$ cat config.mk
export PLATFORM = sky130hd
export DESIGN_NAME = adder_carry_pipe_amisha
export DESIGN_NICKNAME = d
export VERILOG_FILES = /design/src/rtl/adder_carry_pipe_amisha_pkg.sv /design/src/rtl/adder_carry_pipe_amisha_seg.sv /design/src/rtl/adder_carry_pipe_amisha.sv
export SDC_FILE = /design/constraint.sdc
export NUM_CORES = 1
export LEC_CHECK = 0
export CAP_MARGIN = 5
export CORE_MARGIN = 2
export CORE_UTILIZATION = 30
export DETAILED_ROUTE_END_ITERATION = 6
export GPL_TIMING_DRIVEN = 0
export SKIP_CTS_REPAIR_TIMING = 1
export SLEW_MARGIN = 30
export SYNTH_ARGS = -nofsm -noshare
export SYNTH_HDL_FRONTEND = slang
export SYNTH_SLANG_ARGS = --single-unit
$ cat constraint.sdc
create_clock -name clk_amisha -period 5.3 [get_ports clk_amisha]
set_clock_uncertainty 0.1 [all_clocks]
set_input_delay 1.325 -clock clk_amisha [delete_from_list [all_inputs] [get_ports clk_amisha]]
set_output_delay 1.325 -clock clk_amisha [all_outputs]
set_load 0.01 [all_outputs]
$ cat src/rtl/adder_carry_pipe_amisha_pkg.sv
// -----------------------------------------------------------------------------
// adder_carry_pipe_amisha_pkg
// Shared definitions for the segmented, pipelined carry adder:
//   - MODE_ADD / MODE_SUB : values of the sub_amisha mode input
//   - seg_count()         : number of pipeline stages for a WIDTH/SEG pair
//   - seg_params_ok()     : legality of a WIDTH/SEG pair, checked at elaboration
// -----------------------------------------------------------------------------
package adder_carry_pipe_amisha_pkg;

    localparam logic MODE_ADD = 1'b0;
    localparam logic MODE_SUB = 1'b1;

    // Guarded so that an illegal SEG of zero still elaborates far enough to
    // reach the parameter check instead of dividing by zero.
    function automatic int seg_count(input int width, input int seg);
        return (seg > 0) ? (width / seg) : 1;
    endfunction

    function automatic bit seg_params_ok(input int width, input int seg);
        return (seg >= 1) && (width >= seg) && ((width % seg) == 0);
    endfunction

endpackage

$ cat src/rtl/adder_carry_pipe_amisha_seg.sv
// -----------------------------------------------------------------------------
// adder_carry_pipe_amisha_seg
// One registered SEG-bit slice of the pipelined adder.
//   clk, rst_n  : clock (rising edge), asynchronous active-low reset
//   en          : pipeline advance; all registers hold while low
//   valid_in    : stage-valid bit travelling with the operands
//   a_seg,b_seg : operand slices (b_seg already inverted for subtraction)
//   c_in        : carry from the previous slice (or the initial carry)
//   s_seg       : registered slice sum
//   c_out       : registered carry out of the slice
//   c_msb       : registered carry into the slice's top bit
//   valid_out   : registered stage-valid bit
// -----------------------------------------------------------------------------
module adder_carry_pipe_amisha_seg #(
    parameter int SEG = 4
) (
    input  logic           clk,
    input  logic           rst_n,
    input  logic           en,
    input  logic           valid_in,
    input  logic [SEG-1:0] a_seg,
    input  logic [SEG-1:0] b_seg,
    input  logic           c_in,
    output logic [SEG-1:0] s_seg,
    output logic           c_out,
    output logic           c_msb,
    output logic           valid_out
);

    logic [SEG:0] seg_sum;
    logic         msb_carry_d;

    assign seg_sum = {1'b0, a_seg} + {1'b0, b_seg} + {{SEG{1'b0}}, c_in};

    // Sum bit = a ^ b ^ carry_in, so the carry into the top bit falls out of
    // the sum already computed without a second, narrower adder.
    assign msb_carry_d = a_seg[SEG-1] ^ b_seg[SEG-1] ^ seg_sum[SEG-1];

    // NOTE: non-blocking assignments here so every stage samples its
    // neighbours' pre-edge values; blocking would collapse the pipeline.
    always_ff @(posedge clk or negedge rst_n) begin
        if (!rst_n) begin
            s_seg     <= '0;
            c_out     <= 1'b0;
            c_msb     <= 1'b0;
            valid_out <= 1'b0;
        end else if (en) begin
            s_seg     <= seg_sum[SEG-1:0];
            c_out     <= seg_sum[SEG];
            c_msb     <= msb_carry_d;
            valid_out <= valid_in;
        end
    end

endmodule

$ cat src/rtl/adder_carry_pipe_amisha.sv
// -----------------------------------------------------------------------------
// adder_carry_pipe_amisha
// WIDTH-bit add/subtract split into NSEG = WIDTH/SEG registered slices, one
// per pipeline stage, with valid/ready handshakes on both sides. The whole
// pipeline advances together whenever the output is empty or being taken.
//   clk_amisha, rst_n_amisha : clock (rising edge), async active-low reset
//   in_valid_amisha          : operands valid
//   in_ready_amisha          : operands accepted this cycle if valid
//   a_amisha, b_amisha       : operands
//   sub_amisha               : MODE_ADD -> A+B+cin, MODE_SUB -> A-B
//   cin_amisha               : carry-in, add mode only
//   out_valid_amisha         : result valid
//   out_ready_amisha         : consumer takes the result
//   sum_amisha               : result modulo 2^WIDTH
//   cout_amisha              : carry-out (sub mode: 1 = no borrow)
//   ovf_amisha               : signed two's-complement overflow
// -----------------------------------------------------------------------------
module adder_carry_pipe_amisha
    import adder_carry_pipe_amisha_pkg::*;
#(
    parameter int WIDTH = 16,
    parameter int SEG   = 4
) (
    input  logic             clk_amisha,
    input  logic             rst_n_amisha,
    input  logic             in_valid_amisha,
    output logic             in_ready_amisha,
    input  logic [WIDTH-1:0] a_amisha,
    input  logic [WIDTH-1:0] b_amisha,
    input  logic             sub_amisha,
    input  logic             cin_amisha,
    output logic             out_valid_amisha,
    input  logic             out_ready_amisha,
    output logic [WIDTH-1:0] sum_amisha,
    output logic             cout_amisha,
    output logic             ovf_amisha
);

    localparam int NSEG = seg_count(WIDTH, SEG);

    if (!seg_params_ok(WIDTH, SEG)) begin : g_param_check
        $error("adder_carry_pipe_amisha: WIDTH (%0d) must be a non-zero multiple of SEG (%0d)",
               WIDTH, SEG);
    end

    logic             adv;
    logic [WIDTH-1:0] b_eff;
    logic             c0;
    logic [NSEG:0]    carry_chain;
    logic [NSEG:0]    valid_chain;
    logic [NSEG-1:0]  msb_carry;

    // One enable for every stage: bubbles are kept rather than squeezed out,
    // which keeps ordering and skew alignment trivial.
    assign adv             = !out_valid_amisha || out_ready_amisha;
    assign in_ready_amisha = adv;

    assign b_eff = (sub_amisha == MODE_SUB) ? ~b_amisha : b_amisha;
    assign c0    = (sub_amisha == MODE_SUB) ? 1'b1 : cin_amisha;

    assign carry_chain[0] = c0;
    assign valid_chain[0] = in_valid_amisha;

    for (genvar k = 0; k < NSEG; k++) begin : g_stage
        // REM: operand bits still to be consumed at this stage's input, with
        //      this stage's slice at the bottom.
        // RES: result bits settled once this stage has registered.
        localparam int REM = (NSEG - k) * SEG;
        localparam int RES = (k + 1) * SEG;

        logic [REM-1:0] a_rem;
        logic [REM-1:0] b_rem;
        logic [SEG-1:0] s_seg;
        logic [RES-1:0] res;

        if (k == 0) begin : g_head
            assign a_rem = a_amisha;
            assign b_rem = b_eff;
            assign res   = s_seg;
        end else begin : g_body
            logic [REM-1:0]     a_skew_q;
            logic [REM-1:0]     b_skew_q;
            logic [k*SEG-1:0]   low_q;

            // Upper operand slices ride alongside the previous stage so they
            // meet its carry here; lower result slices are carried forward so
            // every slice of one operation lines up at the output.
            // NOTE: data registers are reset too, not just the valid bits,
            // because sum/cout/ovf must read zero while reset is asserted.
            always_ff @(posedge clk_amisha or negedge rst_n_amisha) begin
                if (!rst_n_amisha) begin
                    a_skew_q <= '0;
                    b_skew_q <= '0;
                    low_q    <= '0;
                end else if (adv) begin
                    a_skew_q <= g_stage[k-1].a_rem[REM+SEG-1:SEG];
                    b_skew_q <= g_stage[k-1].b_rem[REM+SEG-1:SEG];
                    low_q    <= g_stage[k-1].res;
                end
            end

            assign a_rem = a_skew_q;
            assign b_rem = b_skew_q;
            assign res   = {s_seg, low_q};
        end

        adder_carry_pipe_amisha_seg #(
            .SEG (SEG)
        ) u_seg (
            .clk       (clk_amisha),
            .rst_n     (rst_n_amisha),
            .en        (adv),
            .valid_in  (valid_chain[k]),
            .a_seg     (a_rem[SEG-1:0]),
            .b_seg     (b_rem[SEG-1:0]),
            .c_in      (carry_chain[k]),
            .s_seg     (s_seg),
            .c_out     (carry_chain[k+1]),
            .c_msb     (msb_carry[k]),
            .valid_out (valid_chain[k+1])
        );
    end

    // Only the last slice's MSB carry feeds the overflow flag; the others
    // exist because every slice is the same module.
    logic unused_msb_carry;
    assign unused_msb_carry = ^msb_carry[NSEG-1:0];

    assign out_valid_amisha = valid_chain[NSEG];
    assign sum_amisha       = g_stage[NSEG-1].res;
    assign cout_amisha      = carry_chain[NSEG];
    assign ovf_amisha       = msb_carry[NSEG-1] ^ carry_chain[NSEG];

endmodule
Word level (Yosys, flattened, before mapping):

Index checks and enable logic that the tools add are counted.

* flip-flop bits (word level): 97
* input port bits: 38
* word-level logic and storage cells: 38

* $add $sub $neg: 8
* muxes and demuxes: 2
* bitwise operators: 4
* reduce and logical (&&, ||, !) cells: 2

Operator list (count)
* $add A4 B4 Y5: 4
* $add A5 B1 Y5: 4
* $mux W16: 1
* $not A16 Y16: 1
* $xor A1 B1 Y1: 3
* $logic_not A1 Y1: 1
* $logic_or A1 B1 Y1: 1
* $mux W1: 1

Logic depth before layout (Yosys ltp):

Gate-level depths: netlist of run 1.

* depth in word-level cells: 4
* depth in mapped cells: 9
* depth with buffers taken out: 7

By module:

A second synthesis of run 1 with hierarchy kept.

* cells, all modules: 325
* area total of the unflattened synthesis: 4936.0 um^2

By module, submodules not included
* adder_carry_pipe_amisha: times used 1, cells an instance 173, area an instance 3223.1 um^2, sequential area each 1801.7 um^2
* adder_carry_pipe_amisha_seg (g_stage[1].u_seg ...): times used 3, cells an instance 38, area an instance 427.9 um^2, sequential area each 175.2 um^2
* adder_carry_pipe_amisha_seg (g_stage[0].u_seg): times used 1, cells an instance 38, area an instance 429.2 um^2, sequential area each 175.2 um^2

Least setup slack after synthesis of run 1:

OpenSTA, ideal clock, no wires.

* path type: input port to output port
* start point: input out_ready_amisha
* end point: output in_ready_amisha
* arrival: 1.727 ns
* slack: 2.148 ns
* stages on the path: 4
* cell sequence: nor2b_4 buf_6 inv_6 buf_4

* word-level cells in the longest chain between the ends: 1

RTL lines
* start, declared: line adder_carry_pipe_amisha.sv:33 `input logic out_ready_amisha,`
* $logic_or A1 B1 Y1: line adder_carry_pipe_amisha.sv:55 `assign adv = !out_valid_amisha || out_ready_amisha;`
* end, declared: line adder_carry_pipe_amisha.sv:27 `output logic in_ready_amisha,`

No other way between the ends.

Worst setup path after layout of run 1:

Same ends and word-level chain as after synthesis.

==> results.sh, run 1 <==
export IMPL_outcome="complete, no violations"
export IMPL_cts_sink_count=97
export IMPL_setup_repair_after_global_routing_missed_its_margin="false"
export IMPL_worstPathArrival_ns=2.87
export IMPL_cts_made_buffers=9
export IMPL_detailedRoute_firstPassIterationCount=4
export IMPL_tritoncts="yes"
export IMPL_detailed_place_area_um2=5177
export IMPL_area_delta_synth_final_pct=25.78
export IMPL_filler_cell_count=1428
export IMPL_syn_nets=515
export IMPL_ff_latch_area_um2=2427
export IMPL_grt_util_all_layers_pct=12.69
export IMPL_max_slew_margin_rel_pct=71.96
export IMPL_criticalPathCategory="in -> out"
export IMPL_ys_warn_count=0
export IMPL_cts_htree_levels=3
export IMPL_syn_inst=457
export IMPL_vias=3093
export IMPL_critPathMostFrequentCell="clkdlybuf4s50_1"
export IMPL_timing_critical_path_fanout_max=10
export IMPL_hold_end="g_stage[2].u_seg.valid_out"
export IMPL_ctsLongestPathBuffers=2
export IMPL_route_detailed_wl_per_inst_um=12.87
export IMPL_worst_skew_pair_late_latency_ns=0.34
export IMPL_violation_count_after_the_first_detailed_routing_iteration=126
export IMPL_drt_vias_per_instance=4.332
export IMPL_detailedPlacementHpwl_um=6895
export IMPL_regToRegStartpoint="g_stage[3].a_rem[0]"
export IMPL_initial_antenna_violation_count=0
export IMPL_end_kind="output port"
export IMPL_cts_root_buffer_cell="clkbuf_16"
export IMPL_initial_utilization_pct=30.33
export IMPL_design_final_nets=583
export IMPL_crit_path_start_kind="input pin"
export IMPL_critical_path_cell_chain="clkdlybuf4s50_1 -> nor2b_4 -> buf_6 -> inv_6 -> buf_4 -> clkdlybuf4s50_1"
export IMPL_drc=0
export IMPL_die_width_um=124.5
export IMPL_grt_pass1_vias=3186
export IMPL_diodes=0
export IMPL_final_cell_area_um2=5482
export IMPL_tns_ns=0
export IMPL_multiInputGateArea_um2=1678
export IMPL_timing_critical_path_max_delay_family="buffers and inverters"
export IMPL_worst_setup_hold_path_clk_slew_ns=0.06
export IMPL_first_pass_grt_wire_length_um=15720
export IMPL_hold_worst_slack_ns=0.3641
export IMPL_synth_edf_count=0
export IMPL_postSynth_asyncResetShare_pct=100.0
export IMPL_ys_top_cells_by_count="218 x nand2_1, 97 x dfrtp_1, 16 x o21ai_0"
export IMPL_critical_path_slowest_cell="clkdlybuf4s50_1"
export IMPL_port_buffers=56
export IMPL_min_delay_path_depth=2
export IMPL_timing_hold_worst_class="reg -> reg"
export IMPL_synth_top_flop_cell="dfrtp_1"
export IMPL_largest_net_degree_at_the_start_of_global_routing=55
export IMPL_critPathRequiredTime_ns=3.88
export IMPL_power_density_nw_per_um2=565.7
export IMPL_finalHoldViolCount=0
export IMPL_post_synth_instance_area_um2=4358
export IMPL_fp_dieArea_um2=15510
export IMPL_placement_rows=44
export IMPL_maxClockFrequency_mhz=233.0
export IMPL_cp_slowest_stage_delay_ns=0.56
export IMPL_worst_ir_drop_vdd_mv=0.1911
export IMPL_setup_viol_count_final=0
export IMPL_placeableCoreArea_um2=14370
export IMPL_total_chip_power_uw=3101
export IMPL_ys_seq_area_share_pct=55.70
export IMPL_setup_reg_to_reg_worst_slack_ns=3.38
export IMPL_netlist_area_leader_share_pct=55.70
export IMPL_timing_worst_slew_pin_value_ns=0.4206
export IMPL_slew_violations=0
export IMPL_synthesis_area_per_instance_um2=9.536
export IMPL_ys_types=24
export IMPL_holdCritStartpoint="g_stage[2].u_seg.valid_out"
export IMPL_die_height_um=124.5
export IMPL_ioPinCount=58
export IMPL_drt_wl_total_um=9186
export IMPL_drtAntennaViolNets=0
export IMPL_synth_most_common_cell="nand2_1"
export IMPL_r2r_cells=5
export IMPL_ffs_latches_synth=97
export IMPL_worst_path_bufs_invs=5
export IMPL_netlist_top_cells_area="dfrtp_1 56%, nand2_1 19%, fa_1 3.7%"
export IMPL_place_congestion=0.7489
export IMPL_p_leak_uw=0.002694
export IMPL_layout_drive_gt1_share_pct=9.245
export IMPL_final_period_utilization_pct=80.98
export IMPL_synth_area_leader_cell="dfrtp_1"
export IMPL_r2r_end="g_stage[3].u_seg.c_out"
export IMPL_timing_final_crit_period_ns=4.292
export IMPL_timing_max_cap_violations=0
export IMPL_global_route_overflow_total=0
-- state kept, by name, summed over array words and instances (netlist names) --
register and cells:
g_stage.u_seg.c_msb 1, g_stage.g_body.low_q 24, g_stage.u_seg.valid_out 4, g_stage.u_seg.c_out 4
g_stage.b_rem 24, g_stage.u_seg.s_seg 16, g_stage.a_rem 24
-- placed cells by master (no fill, tap or decap) --
cell type and n:
o21ai_2 5, dfrtp_1 97, nand2_1 218, ha_1 12, nor2b_4 1, clkbuf_2 1, inv_1 12, bufinv_16 1
buf_4 3, o21ai_0 16, a21oi_1 12, nor2_1 11, or2_2 1, o21ai_1 8, clkbuf_16 9, buf_8 2
xnor2_1 12, nand2b_1 1, fa_1 8, xor2_1 10, buf_16 1, clkdlybuf4s50_1 55, buf_2 8, nor2b_1 3
a21oi_2 1, a21o_1 5, buf_6 10, inv_6 2, clkinv_4 2, inv_8 1, clkinvlp_4 1, clkbuf_1 1
-- worst max path at each step --
| stage | startpoint | to | slack (ns) | depth (start not counted) |
|---|---|---|---|---|
| finish | out_ready_amisha | in_ready_amisha | 1.01 | 6 |
| floorplan | out_ready_amisha | in_ready_amisha | 2.15 | 4 |
| CTS | out_ready_amisha | in_ready_amisha | 1.0 | 6 |
| global route | out_ready_amisha | in_ready_amisha | 0.97 | 6 |
| detailed placement | out_ready_amisha | in_ready_amisha | 1.0 | 6 |
| global placement | rst_n_amisha | g_stage[3].g_body.low_q[7] | -0.64 | 1 |
-- final cells by class --
type | instances | share of cell area [%]
plain buffers | 23 | 3.629
clock buffers | 10 | 4.177
repair buffers | 57 | 10.75
inverters | 13 | 0.9815
clock inverters | 6 | 1.370
well taps | 184 | 4.200
flip-flops and latches | 97 | 44.28
multi-input cells | 324 | 30.61
-- kinds of logic (layout without fill, tap and decap cells) --
family	Yosys count	after routing	synth area share, %
buffers and inverters	36	109	5.800
AO/OA/AOI/OAI	47	47	6.202
AND/OR/NAND/NOR	235	235	20.76
XOR/XNOR	22	22	4.421
flip-flops	97	97	55.70
adder cells (fa/ha/maj)	20	20	7.120
-- power by group --
part	internal, uW	switching (uW)	leakage (uW)
registers	1070	208	0.00117
logic	546	615	0.00138
clock network	373	287	0.000145
-- per-layer routing --
layer	global-route usage (%)	share of wire (%)
met3	3.179	4.2
met1	16.18	47
met4	4.098	1.8
met2	21.18	47
met5	0	0
-- stage by stage --
| stage | util, % | worst slack (ns) | instances |
|---|---|---|---|
| after floorplan | - | 2.148 | 457 |
| after global placement | 35.83 | -0.6373 | 697 |
| after detailed placement | 36.03 | 0.9989 | 698 |
| after CTS | 38.15 | 0.9977 | 714 |
| after global routing | 38.15 | 0.9680 | 714 |
| final | 38.15 | 1.008 | 714 |
-- tightest hold or removal path, delay by kind of cell (launching register included) --
| family | cells | cell delay, ns |
|---|---|---|
| flip-flops | 1 | 0.34 |
| AND/OR/NAND/NOR | 2 | 0.10 |
Power figures use the tool's default switching activity.
==> run 2, diff against run 1 <==
- clock period: 5.3 -> 3.47 ns (I/O delays scaled with it)
==> results of run 2 <==
The final DEF is identical to that of run 1. Status: complete, no violations.
Among the figures that moved: setup slack after placement 0.9989 ns -> 0.08395 ns; clock-pin slew on the worst setup and hold paths 0.06 ns -> 0.07 ns; setup slack after layout 1.008 ns -> 0.09332 ns; hold slack 0.3641 ns -> 0.3330 ns; register-to-register setup slack 3.38 ns -> 1.55 ns; total power 3101 uW -> 4736 uW; worst IR drop on VDD 0.1911 mV -> 0.2919 mV
